[src/rtl/sum_window_accumulator_pkg.sv]
// Shared types and sizing for the sum window accumulator.
//   swa_state_e      : FSM state encoding (IDLE, ACCUM, OUTPUT)
//   DEF_DATA_W/LEN_W : default sample and window-length widths
//   calc_sum_w()     : accumulator width wide enough that a full window never overflows
package sum_window_accumulator_pkg;

    localparam int unsigned DEF_DATA_W = 8;
    localparam int unsigned DEF_LEN_W  = 4;

    typedef enum logic [1:0] {
        IDLE   = 2'd0,
        ACCUM  = 2'd1,
        OUTPUT = 2'd2
    } swa_state_e;

    // 2^len_w samples of at most 2^data_w-1 each fit in data_w+len_w bits
    function automatic int unsigned calc_sum_w(input int unsigned data_w, input int unsigned len_w);
        return data_w + len_w;
    endfunction

endpackage

[src/rtl/sum_window_accumulator.sv]
// Accumulates a window of win_len+1 samples from the adder sum stream and
// presents total, maximum and sample count as one held result.
// Ports:
//   clk, rst_n       : clock, synchronous active-low reset
//   clear            : synchronous abort of the current window / result
//   win_len          : window length minus one, latched on the first accept of a window
//   in_data/in_valid/in_ready    : sample stream handshake (in_ready is combinational)
//   out_sum/out_max/out_count/out_valid/out_ready : held result handshake
//   busy             : high while a window is in progress or a result is held
module sum_window_accumulator
    import sum_window_accumulator_pkg::*;
#(
    parameter int unsigned DATA_W = DEF_DATA_W,
    parameter int unsigned LEN_W  = DEF_LEN_W,
    localparam int unsigned SUM_W = calc_sum_w(DATA_W, LEN_W),
    localparam int unsigned CNT_W = LEN_W + 1
) (
    input  logic              clk,
    input  logic              rst_n,
    input  logic              clear,
    input  logic [LEN_W-1:0]  win_len,
    input  logic [DATA_W-1:0] in_data,
    input  logic              in_valid,
    output logic              in_ready,
    output logic [SUM_W-1:0]  out_sum,
    output logic [DATA_W-1:0] out_max,
    output logic [CNT_W-1:0]  out_count,
    output logic              out_valid,
    input  logic              out_ready,
    output logic              busy
);

    swa_state_e        state_q, state_d;
    logic [SUM_W-1:0]  acc_q, acc_d;
    logic [DATA_W-1:0] max_q, max_d;
    logic [CNT_W-1:0]  cnt_q, cnt_d;
    logic [LEN_W-1:0]  len_q, len_d;
    logic [SUM_W-1:0]  out_sum_q, out_sum_d;
    logic [DATA_W-1:0] out_max_q, out_max_d;
    logic [CNT_W-1:0]  out_count_q, out_count_d;
    logic              out_valid_q, out_valid_d;
    logic              busy_q, busy_d;
    logic              accept;

    // Upstream may present a sample whenever no result is held and no abort/reset is pending
    assign in_ready = (state_q != OUTPUT) && !clear && rst_n;
    assign accept   = in_valid && in_ready;

    // Next-state and datapath
    always_comb begin
        state_d     = state_q;
        acc_d       = acc_q;
        max_d       = max_q;
        cnt_d       = cnt_q;
        len_d       = len_q;
        out_sum_d   = out_sum_q;
        out_max_d   = out_max_q;
        out_count_d = out_count_q;

        if (clear) begin
            state_d = IDLE;
            acc_d   = '0;
            max_d   = '0;
            cnt_d   = '0;
        end else begin
            unique case (state_q)
                IDLE: begin
                    if (accept) begin
                        len_d   = win_len;
                        acc_d   = SUM_W'(in_data);
                        max_d   = in_data;
                        cnt_d   = CNT_W'(1);
                        state_d = (win_len == '0) ? OUTPUT : ACCUM;
                    end
                end
                ACCUM: begin
                    if (accept) begin
                        acc_d = acc_q + SUM_W'(in_data);
                        max_d = (in_data > max_q) ? in_data : max_q;
                        cnt_d = cnt_q + CNT_W'(1);
                        // cnt_q samples already taken; this one completes the window
                        if (cnt_q == CNT_W'(len_q)) begin
                            state_d = OUTPUT;
                        end
                    end
                end
                OUTPUT: begin
                    if (out_ready) begin
                        state_d = IDLE;
                    end
                end
                default: state_d = IDLE;
            endcase
        end

        // Capture the result on entry to OUTPUT; it is then held until the next window closes
        if ((state_q != OUTPUT) && (state_d == OUTPUT)) begin
            out_sum_d   = acc_d;
            out_max_d   = max_d;
            out_count_d = cnt_d;
        end

        out_valid_d = (state_d == OUTPUT);
        busy_d      = (state_d != IDLE);
    end

    // State and output registers
    always_ff @(posedge clk) begin
        if (!rst_n) begin
            state_q     <= IDLE;
            acc_q       <= '0;
            max_q       <= '0;
            cnt_q       <= '0;
            len_q       <= '0;
            out_sum_q   <= '0;
            out_max_q   <= '0;
            out_count_q <= '0;
            out_valid_q <= 1'b0;
            busy_q      <= 1'b0;
        end else begin
            state_q     <= state_d;
            acc_q       <= acc_d;
            max_q       <= max_d;
            cnt_q       <= cnt_d;
            len_q       <= len_d;
            out_sum_q   <= out_sum_d;
            out_max_q   <= out_max_d;
            out_count_q <= out_count_d;
            out_valid_q <= out_valid_d;
            busy_q      <= busy_d;
        end
    end

    assign out_sum   = out_sum_q;
    assign out_max   = out_max_q;
    assign out_count = out_count_q;
    assign out_valid = out_valid_q;
    assign busy      = busy_q;

endmodule
[config.mk]
export PLATFORM = sky130hd
export DESIGN_NAME = sum_window_accumulator
export DESIGN_NICKNAME = d
export VERILOG_FILES = /design/src/rtl/sum_window_accumulator_pkg.sv /design/src/rtl/sum_window_accumulator.sv
export SDC_FILE = /design/constraint.sdc
export NUM_CORES = 1
export LEC_CHECK = 0
export CORE_UTILIZATION = 50
export DETAILED_ROUTE_END_ITERATION = 7
export HOLD_SLACK_MARGIN = 0.03
export PLACE_DENSITY_LB_ADDON = 0.25
export SYNTH_ARGS = -nofsm -noshare
export SYNTH_HDL_FRONTEND = slang
export SYNTH_SLANG_ARGS = --single-unit
[constraint.sdc]
create_clock -name clk -period 2.4 [get_ports clk]
set_clock_uncertainty 0.2 [all_clocks]
set_input_delay 0.48 -clock clk [delete_from_list [all_inputs] [get_ports clk]]
set_output_delay 0.48 -clock clk [all_outputs]
set_load 0.02 [all_outputs]
==> impl_metrics.ini, run 1 <==
[run_status]
status = finished, final reports clean

[layout]
final_nets = 515
final_cell_mix = buf_4, dfxtp_1, nor2_1
fillers = 511
area_delta_synth_final_pct = 35.5
final_util_pct = 71.0
diodes = 0
layout-drive-gt1-share_pct = 26.7
final_common_cell = buf_4

[floorplan]
die_w_um = 83.8
core_area_mm2 = 0.00639
io_pins = 45
rows = 29
start_util_pct = 52.4
die-area_mm2 = 0.00702
die_h_um = 83.8

[grt]
grt.overflow.total = 0
track_usage_pct = 25.7
antenna_found_initial = 0
grt_pass1_wl_um = 14400
grt_pass1_vias = 3068
grt_max_degree = 31

[synth]
synth_ff_type = dfxtp_1
ys_ff_latch = 58
async_reset_ff_share_pct = 0
ys_types = 57
synth_cells = 387
netlist_area_mm2 = 0.00334
syn_area_per_cell_um2 = 8.64
synth_edf_count = 0
ys_seq_area_share_pct = 34.7
syn_nets = 423
yosys_warnings = 0

[sta]
grt_setup_unrepaired = true
fin_ws_ps = 21.5
fin_crit_sh_pct = 99.1
tightest_slew_ps = 513
final_max_slew_viol_count = 0
final-hold-violation-count = 0
period_needed_ps = 2380
fmax_mhz = 420
max_slew_margin_pct = 65.7
setup_viol = 0

[place]
port_buffers = 44
place.detailed.hpwl_um = 6300
routabilityCongestion = 0.940
post-place-ws_ps = -621

[critical_path]
cp-end-kind = flip-flop
r2r_setup_slack_ps = 20
worstPathRequired_ps = 2470
cp_data_arrival_time_ps = 2450
critPathMaxFanout = 3
critical_path_class = flip-flop to flip-flop
r2r_end = out_max[1]
ff2ff_path_depth = 9
r2r-start = max_q[3]
cp-start-kind = flip-flop

[drt]
vias_per_cell = 5.67
drt-initial-drc-count = 157
dr.pass1.iters = 4
ant_nets = 0
routed_wl_um = 8730
drc = 0
via_count = 3181
wl_per_cell_um = 15.6

[job]
maxCapViolCount = 0

[clock_tree]
cts_made_buffers = 9
clock-sinks = 58
clockRootBuffer = clkbuf_8
clk_latency_ps = 350
htreeDepth = 3
cts.path.max_buffers = 2
cts_hold_buffers = 0
cts_tree = done
clkTransAtPathRegs_ps = 80

[min_path]
hp-class = flip-flop to flip-flop
holdPathStages = 2
holdPathEnd = out_count[4]
worstHoldStart = out_count[4]

[power_and_ir_drop]
p_leak_nw = 1.84
power_density_mw_per_mm2 = 477
peakVddDrop_v = 0.000401
==> Yosys cell counts, types with 2 or more instances <==
library cell  instances  area, um2
o31ai_2               7       87.6
dfxtp_1              58       1160
clkbuf_1             13       48.8
nand2_1              34        128
mux2i_1               2       20.0
nand3_1              19       95.1
a211oi_1              4       30.0
xnor2_1               7       61.3
buf_6                 5       56.3
a21oi_1              27        135
a21boi_0              4       30.0
a21o_1               10       75.1
nor2_1               44        165
inv_1                11       41.3
xor2_1                3       26.3
ha_1                 18        225
a31oi_2               2       25.0
or3_1                 6       37.5
nand2b_1              6       37.5
and2_1               11       68.8
a21boi_1              8       60.1
nand4_1               4       25.0
a221o_1               6       60.1
nor3_1                4       20.0
mux2_4                8        120
buf_2                 4       20.0
a31oi_1               2       12.5
and3_1                4       25.0
nor2b_1               3       18.8
o21ai_0              15       75.1
o22ai_1               6       37.5
o21ai_1               4       20.0
a21oi_2               2       17.5
mux2_2                3       33.8
==> worst max-delay path: stages, from the launching register on <==
cell and delay (ps):
dfxtp_2 340, inv_2 50, ha_4 230, and3_4 170
nor2b_4 110, o31a_1 270, o31ai_4 230, buf_6 160
mux2_4 320, o31ai_4 200
==> cell families after synthesis <==
logic type	Yosys count	share of synthesized area, %
XOR/XNOR	10	2.62
buffers and inverters	35	5.31
multiplexers	13	5.20
flip-flops	58	34.7
AO/OA/AOI/OAI	111	24.2
AND/OR/NAND/NOR	141	20.6
adder cells (fa/ha/maj)	19	7.33
==> metrics by stage <==
stage                     instances  total power (W)  hold slack [ps]  TNS [ps]  area, um2
after global routing            561          0.00225              279     -90.5       4530
after floorplan                 387          0.00117              241      -549       3390
after CTS                       558          0.00217              255         0       4470
final                           561          0.00216              251         0       4530
after global placement          542          0.00130              240    -19280       4250
after detailed placement        542          0.00131              245    -20870       4250
==> worst max-delay path by stage <==
stage	startpoint	end	slack, ps	cells past startpoint
floorplan	in_data[2]	out_max[1]	-100	7
global placement	in_data[1]	out_sum[10]	-580	9
detailed placement	in_data[1]	out_sum[9]	-620	10
CTS	in_data[6]	out_max[1]	3	8
global route	max_q[3]	out_max[1]	-40	9
finish	max_q[3]	out_max[1]	20	9
==> power by group <==
part           total, W  internal, W  switching, W
Sequential     0.000988     0.000977     0.0000110
Combinational  0.000312     0.000154      0.000158
Clock          0.000863     0.000432      0.000432
Total           0.00216      0.00156      0.000601
==> metal layers <==
layer	wire length, um	part of all wire, %	vias up	track usage, %
li1	-	-	1572	-
met1	4010	46	1521	33.6
met2	4120	47	75	42.1
met3	459	5.3	13	4.95
met4	131	1.5	0	9.40
met5	0	0	-	0
==> area by class of cell <==
type                       count  area [um2]  area share [%]
multi-input combinational    294        2130            46.9
sequential                    58        1170            25.8
timing repair buffer         104         906            20.0
clock buffer                  11         151            3.34
tap                           77        96.3            2.13
inverter                      12        45.0           0.994
clock inverter                 5        38.8           0.856
==> sequential cells by signal (all words and copies together) (netlist names) <==
signal / flops
state_q: 2
out_max: 8
out_valid: 1
cnt_q: 5
out_sum: 12
max_q: 8
busy: 1
len_q: 4
out_count: 5
acc_q: 12
==> what timing repair did <==
action | in CTS | in global routing
gates resized for setup | 18 | 21
setup endpoints to repair | 34 | 28
pin swaps | 6 | 9
buffers inserted | 0 | 3
Note: power is estimated with default switching activity, not from simulation.
==> inputs of run 2 (changes only) <==
--- a/config.mk
+++ b/config.mk
@@ -9,6 +9,7 @@
 export DETAILED_ROUTE_END_ITERATION = 7
 export HOLD_SLACK_MARGIN = 0.03
 export PLACE_DENSITY_LB_ADDON = 0.25
+export SKIP_LAST_GASP = 1
 export SYNTH_ARGS = -nofsm -noshare
 export SYNTH_HDL_FRONTEND = slang
 export SYNTH_SLANG_ARGS = --single-unit
==> impl_metrics.ini, run 2 (same netlist as run 1, synthesis figures left out) <==
[run_status]
status = finished, final reports clean

[power_and_ir_drop]
swShare_pct = 27.8
p_int_w = 0.00156
p_leak_nw = 1.85
pwr-share-comb_pct = 14.5
power.switching_w = 0.000602
power_frac_clock_pct = 39.9
peakVddDrop_v = 0.000401
power_density_mw_per_mm2 = 477
seq_power_share_pct = 45.6
power.total_w = 0.00217

[floorplan]
io_pins = 45
core_area_mm2 = 0.00639
die_h_um = 83.8
start_util_pct = 52.4
die_w_um = 83.8
die-area_mm2 = 0.00702
rows = 29

[drt]
drc = 0
vias_per_cell = 5.67
routed_wl_um = 8750
drt-initial-drc-count = 169
dr.pass1.iters = 4
ant_nets = 0
via_count = 3183
wl_per_cell_um = 15.6

[critical_path]
cpPeakStageDelay_ps = 340
cp_cell_sequence = inv_2, ha_4, and3_4, nor2b_4, o31a_1, o31ai_4, buf_6, mux2_4, o31ai_4
cp-end-kind = flip-flop
critPathMaxFanout = 3
cp-start-kind = flip-flop
worstPathRequired_ps = 2470
cp_data_arrival_time_ps = 2450
crit_top_cell = o31ai_4
slowest_stage = dfxtp_2
critical_path_class = flip-flop to flip-flop

[place]
port_buffers = 44
place.detailed.hpwl_um = 6300
placed_cells = 542
post-place-ws_ps = -621
routabilityCongestion = 0.940
placed_area_mm2 = 0.00425

[sta]
setup_viol = 0
period_needed_ps = 2380
grt_setup_unrepaired = true
final_max_slew_viol_count = 0
tightest_slew_ps = 513
fmax_mhz = 421
final-hold-violation-count = 0
fin_crit_sh_pct = 99.1
max_slew_margin_pct = 65.7
fin_ws_ps = 22.1

[job]
maxCapViolCount = 0

[layout]
diodes = 0
seq_area_mm2 = 0.00117
layout-drive-gt1-share_pct = 26.9
fillers = 507
final_cell_mix = buf_4, dfxtp_1, nor2_1
finalNonFillerCells = 561
area_delta_synth_final_pct = 36.0
multiInputGateArea_mm2 = 0.00214
final_common_cell = buf_4
final_util_pct = 71.2
design_area_mm2 = 0.00455
final_nets = 515

[clock_tree]
cts.path.max_buffers = 2
clockRootBuffer = clkbuf_8
htreeDepth = 3
clock-sinks = 58
cts_made_buffers = 9
cts_tree = done
cts_hold_buffers = 0
clk_latency_ps = 350
clkTransAtPathRegs_ps = 80

[grt]
grt_max_degree = 31
antenna_found_initial = 0
grt.overflow.total = 0
grt_pass1_vias = 3068
grt_pass1_wl_um = 14400
track_usage_pct = 25.7

[min_path]
hp-class = flip-flop to flip-flop
run 2: cell types whose count changed in the layout (fill, tap and decap cells not counted), sizes merged:
cell	delta
dlygate4sd2	-1
dlymetal6s2s	+1
run 2: metrics by stage:
step / TNS [ps] / hold WS (ps)
2_1_floorplan: -549 / 241
3_3_place_gp: -19280 / 240
3_5_place_dp: -20870 / 245
4_1_cts: -3.14 / 255
5_1_grt: -90.5 / 279
6_report: 0 / 251
run 2: timing repair:
item	in CTS	in global routing
endpoints found under the setup margin	34	29
gates resized for setup	16	24
buffers inserted	0	3
pin swaps	6	9
run 2: path summary, 6_finish.rpt:
kind / endpoint / slack, ps / cells after the start / from
min reg2reg: out_count[4] / 250 / 2 / out_count[4]
min: out_count[4] / 250 / 2 / out_count[4]
max: out_max[1] / 20 / 9 / max_q[3]
max reg2reg: out_max[1] / 20 / 9 / max_q[3]
run 2: power groups by stage:
stage | Combinational (W) | Clock [W] | Sequential (W)
after floorplan | 0.000157 | 0 | 0.00101
after global placement | 0.000291 | 0 | 0.00101
after detailed placement | 0.000299 | 0 | 0.00101
after CTS | 0.000305 | 0.000882 | 0.000987
after global routing | 0.000342 | 0.000919 | 0.000990
final | 0.000315 | 0.000864 | 0.000989
run 2: critical path: cells and delay by family, from the launching register on:
kind | cells | cell delay [ps]
compound gates | 3 | 700
flops | 1 | 340
mux | 1 | 320
simple gates | 2 | 280
fa+ha+maj | 1 | 230
buf+inv | 2 | 210
run 2: final cells by class:
cell class	instances	area share, %
clock buffers	11	3.33
clock inverters	5	0.853
inverters	12	0.990
multi-input cells	294	47.0
flip-flops and latches	58	25.7
well taps	77	2.12
repair buffers	104	20.0
run 2: routing by layer:
layer | track usage [%] | vias to the layer above | wire length, um
li1 | - | 1570 | -
met5 | 0 | - | 0
met2 | 42.1 | 85 | 4100
met3 | 4.95 | 13 | 529
met1 | 33.6 | 1515 | 3980
met4 | 9.40 | 0 | 146
